$ cat src/rtl/mult_div_unit_if.sv
// Purpose : request/result bundle between the control unit and mult_div_unit.
// Latency : n/a (wiring only).
// Backpressure: master must hold off start/hi_wr/lo_wr while busy is high.
// Ports   : master drives start/op/a/b/hi_wr/lo_wr/wr_data,
//           slave drives busy/done/div_zero/hi/lo.
interface mult_div_unit_if #(
    parameter int WIDTH = 32
);
    logic             start;
    logic [1:0]       op;
    logic [WIDTH-1:0] a;
    logic [WIDTH-1:0] b;
    logic             hi_wr;
    logic             lo_wr;
    logic [WIDTH-1:0] wr_data;
    logic             busy;
    logic             done;
    logic             div_zero;
    logic [WIDTH-1:0] hi;
    logic [WIDTH-1:0] lo;

    modport master (
        output start, op, a, b, hi_wr, lo_wr, wr_data,
        input  busy, done, div_zero, hi, lo
    );

    modport slave (
        input  start, op, a, b, hi_wr, lo_wr, wr_data,
        output busy, done, div_zero, hi, lo
    );
endinterface

$ cat src/rtl/mult_div_unit.sv
// Purpose : iterative MULT/MULTU/DIV/DIVU with HI/LO registers and direct HI/LO writes.
// Latency : WIDTH+1 edges from accept to done; divide-by-zero flags done one cycle after accept.
// Backpressure: busy high while computing; start/hi_wr/lo_wr ignored until busy drops.
// Ports   : clk, reset (async active-low), bus (slave side of mult_div_unit_if).
module mult_div_unit #(
    parameter int WIDTH = 32
) (
    input  logic            clk,
    input  logic            reset,
    mult_div_unit_if.slave  bus
);
    localparam int CW = $clog2(WIDTH + 1);

    typedef enum logic [1:0] {S_IDLE, S_CALC, S_FIX} state_t;

    state_t           state_q, state_d;
    logic [CW-1:0]    cnt_q, cnt_d;
    logic             is_div_q, is_div_d;
    logic             neg_res_q, neg_res_d;   // quotient / product sign
    logic             neg_rem_q, neg_rem_d;   // remainder follows dividend sign
    logic [WIDTH-1:0] mcand_q, mcand_d;       // multiplicand or divisor magnitude
    logic [WIDTH-1:0] acc_hi_q, acc_hi_d;     // product upper half / partial remainder
    logic [WIDTH-1:0] acc_lo_q, acc_lo_d;     // multiplier bits / dividend-quotient bits
    logic [WIDTH-1:0] hi_q, hi_d;
    logic [WIDTH-1:0] lo_q, lo_d;
    logic             busy_q, busy_d;
    logic             done_q, done_d;
    logic             dz_q, dz_d;

    logic             sgn_op, a_neg, b_neg;
    logic [WIDTH-1:0] a_mag, b_mag;
    logic [WIDTH:0]   mul_sum;
    logic [WIDTH:0]   div_tmp;
    logic [WIDTH-1:0] div_diff;
    logic             div_ge;
    logic [2*WIDTH-1:0] prod, prod_fix;

    always_comb begin
        sgn_op = ~bus.op[0];
        a_neg  = sgn_op & bus.a[WIDTH-1];
        b_neg  = sgn_op & bus.b[WIDTH-1];
        a_mag  = a_neg ? -bus.a : bus.a;
        b_mag  = b_neg ? -bus.b : bus.b;

        // Multiply step: carry out of the add lands in the accumulator MSB after the shift.
        mul_sum = {1'b0, acc_hi_q} + (acc_lo_q[0] ? {1'b0, mcand_q} : '0);

        // Divide step: the true difference is always < divisor, so WIDTH bits suffice.
        div_tmp  = {acc_hi_q, acc_lo_q[WIDTH-1]};
        div_ge   = (div_tmp >= {1'b0, mcand_q});
        div_diff = div_tmp[WIDTH-1:0] - mcand_q;

        prod     = {acc_hi_q, acc_lo_q};
        prod_fix = neg_res_q ? -prod : prod;
    end

    always_comb begin
        state_d   = state_q;
        cnt_d     = cnt_q;
        is_div_d  = is_div_q;
        neg_res_d = neg_res_q;
        neg_rem_d = neg_rem_q;
        mcand_d   = mcand_q;
        acc_hi_d  = acc_hi_q;
        acc_lo_d  = acc_lo_q;
        hi_d      = hi_q;
        lo_d      = lo_q;
        done_d    = 1'b0;
        dz_d      = dz_q;

        unique case (state_q)
            S_IDLE: begin
                if (bus.start) begin
                    dz_d = 1'b0;
                    if (bus.op[1] && (bus.b == '0)) begin
                        done_d = 1'b1;
                        dz_d   = 1'b1;
                    end else begin
                        is_div_d  = bus.op[1];
                        neg_res_d = a_neg ^ b_neg;
                        neg_rem_d = a_neg;
                        acc_hi_d  = '0;
                        acc_lo_d  = bus.op[1] ? a_mag : b_mag;
                        mcand_d   = bus.op[1] ? b_mag : a_mag;
                        cnt_d     = CW'(WIDTH);
                        state_d   = S_CALC;
                    end
                end else begin
                    if (bus.hi_wr) hi_d = bus.wr_data;
                    if (bus.lo_wr) lo_d = bus.wr_data;
                end
            end
            S_CALC: begin
                if (is_div_q) begin
                    acc_hi_d = div_ge ? div_diff : div_tmp[WIDTH-1:0];
                    acc_lo_d = {acc_lo_q[WIDTH-2:0], div_ge};
                end else begin
                    acc_hi_d = mul_sum[WIDTH:1];
                    acc_lo_d = {mul_sum[0], acc_lo_q[WIDTH-1:1]};
                end
                cnt_d = cnt_q - CW'(1);
                if (cnt_q == CW'(1)) state_d = S_FIX;
            end
            S_FIX: begin
                if (is_div_q) begin
                    lo_d = neg_res_q ? -acc_lo_q : acc_lo_q;
                    hi_d = neg_rem_q ? -acc_hi_q : acc_hi_q;
                end else begin
                    {hi_d, lo_d} = prod_fix;
                end
                done_d  = 1'b1;
                state_d = S_IDLE;
            end
            default: state_d = S_IDLE;
        endcase

        busy_d = (state_d != S_IDLE);
    end

    always_ff @(posedge clk or negedge reset) begin
        if (!reset) begin
            state_q   <= S_IDLE;
            cnt_q     <= '0;
            is_div_q  <= 1'b0;
            neg_res_q <= 1'b0;
            neg_rem_q <= 1'b0;
            mcand_q   <= '0;
            acc_hi_q  <= '0;
            acc_lo_q  <= '0;
            hi_q      <= '0;
            lo_q      <= '0;
            busy_q    <= 1'b0;
            done_q    <= 1'b0;
            dz_q      <= 1'b0;
        end else begin
            state_q   <= state_d;
            cnt_q     <= cnt_d;
            is_div_q  <= is_div_d;
            neg_res_q <= neg_res_d;
            neg_rem_q <= neg_rem_d;
            mcand_q   <= mcand_d;
            acc_hi_q  <= acc_hi_d;
            acc_lo_q  <= acc_lo_d;
            hi_q      <= hi_d;
            lo_q      <= lo_d;
            busy_q    <= busy_d;
            done_q    <= done_d;
            dz_q      <= dz_d;
        end
    end

    assign bus.busy     = busy_q;
    assign bus.done     = done_q;
    assign bus.div_zero = dz_q;
    assign bus.hi       = hi_q;
    assign bus.lo       = lo_q;
endmodule

$ cat src/flat_wrapper.sv
// flat-port wrapper written by rule: the top's interface ports become plain ports
module mult_div_unit_flat 
#(
    parameter int WIDTH = 32
)
  (clk, reset, bus_start, bus_op, bus_a, bus_b, bus_hi_wr, bus_lo_wr, bus_wr_data, bus_busy, bus_done, bus_div_zero, bus_hi, bus_lo);
  mult_div_unit_if #(.WIDTH(WIDTH)) bus_i ();
  input  logic clk;
  input  logic reset;
  input wire logic [$bits(bus_i.start)-1:0] bus_start;
  input wire logic [$bits(bus_i.op)-1:0] bus_op;
  input wire logic [$bits(bus_i.a)-1:0] bus_a;
  input wire logic [$bits(bus_i.b)-1:0] bus_b;
  input wire logic [$bits(bus_i.hi_wr)-1:0] bus_hi_wr;
  input wire logic [$bits(bus_i.lo_wr)-1:0] bus_lo_wr;
  input wire logic [$bits(bus_i.wr_data)-1:0] bus_wr_data;
  output wire logic [$bits(bus_i.busy)-1:0] bus_busy;
  output wire logic [$bits(bus_i.done)-1:0] bus_done;
  output wire logic [$bits(bus_i.div_zero)-1:0] bus_div_zero;
  output wire logic [$bits(bus_i.hi)-1:0] bus_hi;
  output wire logic [$bits(bus_i.lo)-1:0] bus_lo;
  assign bus_i.start = bus_start;
  assign bus_i.op = bus_op;
  assign bus_i.a = bus_a;
  assign bus_i.b = bus_b;
  assign bus_i.hi_wr = bus_hi_wr;
  assign bus_i.lo_wr = bus_lo_wr;
  assign bus_i.wr_data = bus_wr_data;
  assign bus_busy = bus_i.busy;
  assign bus_done = bus_i.done;
  assign bus_div_zero = bus_i.div_zero;
  assign bus_hi = bus_i.hi;
  assign bus_lo = bus_i.lo;
  mult_div_unit #(.WIDTH(WIDTH)) u_core (.clk(clk), .reset(reset), .bus(bus_i));
endmodule
$ cat config.mk
export PLATFORM = sky130hd
export DESIGN_NAME = mult_div_unit_flat
export DESIGN_NICKNAME = d
export VERILOG_FILES = /design/src/rtl/mult_div_unit_if.sv /design/src/rtl/mult_div_unit.sv /design/src/flat_wrapper.sv
export SDC_FILE = /design/constraint.sdc
export NUM_CORES = 1
export LEC_CHECK = 0
export BUFFER_PORTS_ARGS = -buffer_cell sky130_fd_sc_hd__buf_2
export CAP_MARGIN = 25
export CORE_UTILIZATION = 30
export CTS_BUF_LIST = sky130_fd_sc_hd__clkbuf_8 sky130_fd_sc_hd__clkbuf_16
export CTS_CLUSTER_SIZE = 8
export DETAILED_ROUTE_END_ITERATION = 10
export PLACE_DENSITY = 0.51
export SYNTH_ARGS = -nofsm -noshare
export SYNTH_HDL_FRONTEND = slang
export SYNTH_SLANG_ARGS = --single-unit
export TNS_END_PERCENT = 20
$ cat constraint.sdc
create_clock -name clk -period 8.2 [get_ports clk]
set_input_delay 0.82 -clock clk [delete_from_list [all_inputs] [get_ports clk]]
set_output_delay 0.82 -clock clk [all_outputs]
set_load 0.02 [all_outputs]
=== Word-level counts from Yosys, hierarchy flattened ===
Index checks and enable logic that the tools add are counted.

* Bits in registers: 174
* Bits in latches: 0
* RAM bits: 0
* Memory bits (read-only): 0
* Input bits: 103
* Output and inout bits: 67
* Word-level logic and storage cells: 81
* Memories kept: 0

* $add $sub $neg: 8
* $mul: 0
* Div/mod/pow operators: 0
* Magnitude comparators: 1
* Equal/unequal tests: 8
* Shift operators: 0
* Multiplexer cells: 35
* Bitwise operators: 5
* Reductions and logical operators: 11

{| class="wikitable"
|+ Operator list
! cell !! number
|-
| two-way mux 32 bit || 20
|-
| case mux 32 bit (2 select lines) || 4
|-
| negation 32 bit || 4
|-
| two-way mux 64 bit || 1
|-
| negation 64 bit || 1
|-
| adder 32 x 33 -> 33 bit || 1
|-
| >= comparator 33 x 32 -> 1 bit || 1
|-
| zero test 32 bit || 1
|-
| subtractor 32 bit || 1
|-
| two-way mux 6 bit || 2
|-
| case mux 6 bit (2 select lines) || 1
|-
| AND reduction 3 bit || 4
|-
| != test 2 bit, second input constant || 5
|-
| == test 6 x 1 -> 1 bit, second input constant || 1
|-
| two-way mux 2 bit || 3
|-
| nonzero test 2 bit || 3
|-
| subtractor 6 x 1 -> 6 bit, second input constant || 1
|-
| case mux 2 bit (2 select lines) || 1
|-
| bitwise AND 1 bit || 2
|-
| == test 2 x 1 -> 1 bit, second input constant || 1
|-
| == test 2 bit, second input constant || 1
|-
| zero test 2 bit || 1
|-
| two-way mux 1 bit || 2
|-
| NOT 1 bit || 2
|-
| other kinds (4) || 4
|}

=== Depth between registers and ports, before layout ===
* Depth in word-level cells: 7
* Depth in mapped cells: 15
* Mapped depth without buffers: 13

=== Worst setup path before layout ===
OpenSTA, ideal clock, no wires.

* Kind: register to register
* Start point: register u_core.acc_lo_q[0]
* End point: register u_core.acc_hi_q[31]
* Library setup time: 0.122 ns
* Arrival: 3.428 ns
* Data required time: 8.078 ns
* Slack: 4.651 ns
* Stages on the path, launching flop included: 15
* Buffers on the path: 2
* Period minus slack after synthesis: 3.549 ns
* Path through: dfrtp_1 -> clkbuf_1 -> inv_1 -> clkbuf_1 -> nor2_1 -> ha_1 -> a21o_1 -> a211oi_1 -> a2111oi_0 -> o21ai_1 -> o21ai_0 -> a2111oi_2 -> o41ai_1 -> a211o_1 -> a32o_1

* Word-level cells in the longest chain between the ends: 4

{| class="wikitable"
|+ RTL lines
! element !! RTL line !! source
|-
| from (decl) || mult_div_unit.sv:23 || <nowiki>logic [WIDTH-1:0] acc_lo_q, acc_lo_d;</nowiki>
|-
| from (signal assigned) || mult_div_unit.sv:143 || <nowiki>acc_lo_q <= acc_lo_d;</nowiki>
|-
| two-way mux 32 bit || mult_div_unit.sv:46 || <nowiki>mul_sum = {1'b0, acc_hi_q} + (acc_lo_q[0] ? {1'b0, mcand_q} : '0);</nowiki>
|-
| adder 32 x 33 -> 33 bit || mult_div_unit.sv:46 ||
|-
| two-way mux 32 bit || mult_div_unit.sv:94 || <nowiki>if (is_div_q) begin</nowiki>
|-
| case mux 32 bit (2 select lines) || mult_div_unit.sv:71 || <nowiki>unique case (state_q)</nowiki>
|-
| to (signal assigned) || mult_div_unit.sv:142 || <nowiki>acc_hi_q <= acc_hi_d;</nowiki>
|-
| to (decl) || mult_div_unit.sv:22 || <nowiki>logic [WIDTH-1:0] acc_hi_q, acc_hi_d;</nowiki>
|}

Every way passes these cells.
A chain may end at the register's enable or synchronous reset.

=== Worst setup path after layout ===
Ends and elaborated chain as after synthesis.

==> metrics.csv <==
stage,metric,value,unit
status,outcome,"finished, final reports clean",
placed_design,Cells after DPL,2692,
clocking,CTS root buf,clkbuf_16,
die,Starting Density,30.54,%
clocking,Max clock buf depth,2,
synth,library cells used by synthesis,81,
global_route,first-pass GRT wire length,88610,um
routing,vias,14965,
clocking,# hold bufs at CTS,0,
power_and_ir_drop,maximum VDD drop,0.2204,mV
worst_setup_path,required time of the critical path,8590,ps
die,DIE WIDTH,228.5,um
timing,Fmax,0.2097,GHz
routing,DR DRC count,0,
clocking,"Reg clk slew, reported paths",80,ps
synth,syn_area_per_cell,7.919,sq um
synth,sequential share of the synthesized area,28.30,%
die,die height,228.5,um
worst_setup_path,Critical Path AT,5160,ps
job,max_cap viols,0,
placed_design,PortBufs,169,
worst_setup_path,CP max stage cell,a2111oi_0,
die,Core Footprint,0.05038,sq mm
worst_setup_path,largest fanout on the critical path,30,
worst_setup_path,crit path kind,register to register,
min_path,Hold Path Class,input pin to async pin,
final_layout,fraction of layout instances using a drive strength above 1,13.89,%
timing,Min Hold Slack,388.1,ps
timing,relative slew slack,29.30,%
synth,cell area after synthesis,0.01539,sq mm
clocking,cts bufs inserted,17,
timing,max-slew violations,0,
timing,RSZ-0062 raised after global routing,false,
synth,Most used DFF post-synth,dfrtp_1,
worst_setup_path,Setup crit end kind,register,
clocking,clk sinks,174,
final_layout,Nets,2214,
routing,DR vias/cell,5.494,
routing,WL/cell,21.06,um
die,I/O Pins,170,
power_and_ir_drop,Tot Pwr,8.346,mW
synth,Yosys warning total,0,
synth,post-synthesis async set-or-reset flop share,100.0,%
die,full die area,0.05220,sq mm
timing,Final Cycle Share,58.16,%
placed_design,dpl hpwl,44640,um
power_and_ir_drop,total leakage power,7.277,nW
synth,"EDFF count, synth",0,
routing,Routed Antenna Nets,0,
routing,DR pass1 iterations,7,
synth,"flops & latches, synth",174,
final_layout,Layout Cells excl Fill,2724,
final_layout,area grow syn2layout,12.93,%
power_and_ir_drop,Power Dens Cells,480.3,mW/mm^2
worst_setup_path,crit path cell chain,inv_1 -> buf_4 -> nor2_1 -> ha_1 -> o211ai_1 -> a21o_1 -> a2111oi_0 -> o21ai_1 -> o21ai_0 -> a2111oi_2 -> o41ai_1 -> a211o_1 -> a32o_1,
clocking,cts repair resizes,0,
timing,# setup viols final,0,
routing,initial detailed-routing violation count,1228,
final_layout,FILL cells,5323,
global_route,vias in the first global route,14456,
global_route,initial antenna violation count,2,
synth,"Net Count, Synth",2118,
timing,Tmin final,4769,ps
synth,Synth Instances,1943,
timing,transition time of the tightest slew-check pin,1052,ps
final_layout,diodes inserted,0,
final_layout,final design utilization,34.49,%
global_route,largest net degree at the start of global routing,102,
timing,setup TNS,0,ps
clocking,clock latency on the worst-skew pair,460,ps
global_route,GRT Total Usage,21.90,%
die,row count,82,
routing,Routed WL,57370,um
worst_setup_path,Max stage delay on crit path,760,ps
global_route,gr ovfl total,0,
clocking,Setup Buffers After CTS,0,
worst_setup_path,Critical Path Start Type,register,
clocking,CTS HTree Levels,4,
timing,final number of hold-violating endpoints,0,
placed_design,GP Congestion,0.9232,
clocking,TritonCTS clock tree,yes,
timing,final setup skew,13.72,ps
==> report_power, final <==
group | internal (mW) | switching [mW] | total [mW]
Clock | 0.416 | 0.440 | 0.856
Sequential | 1.29 | 0.618 | 1.91
Combinational | 2.21 | 3.37 | 5.58
==> registers in the layout, summed over array words and instances (netlist names) <==
register,flops
u_core.state_q,2
u_core.cnt_q,6
u_core.is_div_q,1
u_core.bus.lo,32
u_core.neg_res_q,1
u_core.bus.busy,1
u_core.bus.div_zero,1
u_core.acc_lo_q,32
u_core.bus.hi,32
u_core.bus.done,1
u_core.mcand_q,32
u_core.neg_rem_q,1
u_core.acc_hi_q,32
==> path summary, 6_finish.rpt <==
| kind | start | endpoint | slack (ps) | depth (start not counted) |
|---|---|---|---|---|
| max in group asynchronous | reset | u_core.is_div_q | 6580 | 2 |
| max reg2reg | u_core.acc_lo_q[0] | u_core.acc_hi_q[31] | 3430 | 13 |
| max | u_core.acc_lo_q[0] | u_core.acc_hi_q[31] | 3430 | 13 |
| min reg2reg | u_core.mcand_q[12] | u_core.mcand_q[12] | 490 | 2 |
| min in group clk | u_core.mcand_q[12] | u_core.mcand_q[12] | 490 | 2 |
| min | reset | u_core.bus.lo[14] | 390 | 1 |
==> per-layer routing <==
metal,global-route usage (%),vias up,share of wire [%]
li1,-,7181,-
met1,30.32,7229,47
met2,35.32,480,45
met3,2.720,75,5.1
met4,6.753,0,2.5
met5,0,-,0
==> cells in the final DEF (no fill, tap or decap), drive strengths merged, types with 15 or more instances in the layout <==
cell,netlist,routed
o31ai,23,23
xor2,65,65
mux2i,105,105
a21oi,199,199
dfrtp,174,174
a22oi,15,15
nand3,25,25
o41ai,17,17
buf,31,190
a31oi,19,19
or4,17,17
a211oi,18,18
or3,16,16
a21o,28,28
o211ai,29,29
mux2,34,34
nor2,229,229
inv,72,80
o21ai,175,175
nor4,16,16
nand2,185,185
xnor2,103,103
nor3,31,31
clkbuf,82,17
ha,70,70
==> cell families after synthesis <==
group / after synthesis / share of synthesized area [%]
and+or+nand+nor: 609 / 18.30
buffers and inverters: 185 / 4.944
xor gates and xnor gates: 168 / 9.563
adders and majority gates: 72 / 5.952
DFF: 174 / 28.30
muxes: 139 / 9.319
AOI/OAI and AO/OA: 596 / 23.62
==> cell type report <==
cell class                 instances  area [sq um]  share of cell area (%)
timing repair buffer             190          1010                   5.811
tap                              672         840.8                   4.839
inverter                          72         270.3                   1.555
clock inverter                    15         187.7                   1.080
clock buffer                      17         425.4                   2.448
sequential                       174          4355                   25.06
multi-input combinational       1584         10290                   59.20
==> critical path: cells and delay by family, from the launching register on <==
family / cells / cell delay, ps
adder cells (fa/ha/maj): 1 / 410
AO/OA/AOI/OAI: 9 / 3240
AND/OR/NAND/NOR: 1 / 80
flip-flops: 1 / 480
buffers and inverters: 2 / 480
==> cell usage after synthesis (8+ instances only) <==
master | n | area share, %
nor2_1 | 228 | 5.6
a21oi_1 | 199 | 6.5
nand2_1 | 185 | 4.5
dfrtp_1 | 174 | 28
o21ai_0 | 168 | 5.5
mux2i_1 | 105 | 6.8
xnor2_1 | 103 | 5.9
clkbuf_1 | 81 | 2.0
inv_1 | 71 | 1.7
ha_1 | 70 | 5.7
xor2_1 | 65 | 3.7
mux2_2 | 34 | 2.5
nor3_1 | 30 | 0.98
o211ai_1 | 29 | 1.4
a21o_1 | 27 | 1.3
nand3_1 | 25 | 0.81
o31ai_1 | 22 | 1.1
a31oi_1 | 19 | 0.77
a211oi_1 | 18 | 0.88
o41ai_1 | 16 | 0.91
or3_1 | 16 | 0.65
a22oi_1 | 15 | 0.73
nor4_1 | 15 | 0.61
nand2b_1 | 14 | 0.57
nor2b_1 | 14 | 0.57
or4_1 | 14 | 0.68
and2_1 | 11 | 0.45
and3_1 | 11 | 0.45
buf_1 | 11 | 0.27
buf_2 | 10 | 0.33
o21a_1 | 10 | 0.49
nand4_1 | 9 | 0.37
o21bai_1 | 9 | 0.44
or2_2 | 8 | 0.33
==> per-stage QoR <==
step | area [sq um] | worst slack (ps)
floorplan | 15390 | 4651
global placement | 16760 | 3286
detailed placement | 16760 | 3277
CTS | 17380 | 3525
global route | 17380 | 3145
finish | 17380 | 3431
No activity file was read; power rests on OpenSTA's default activity.
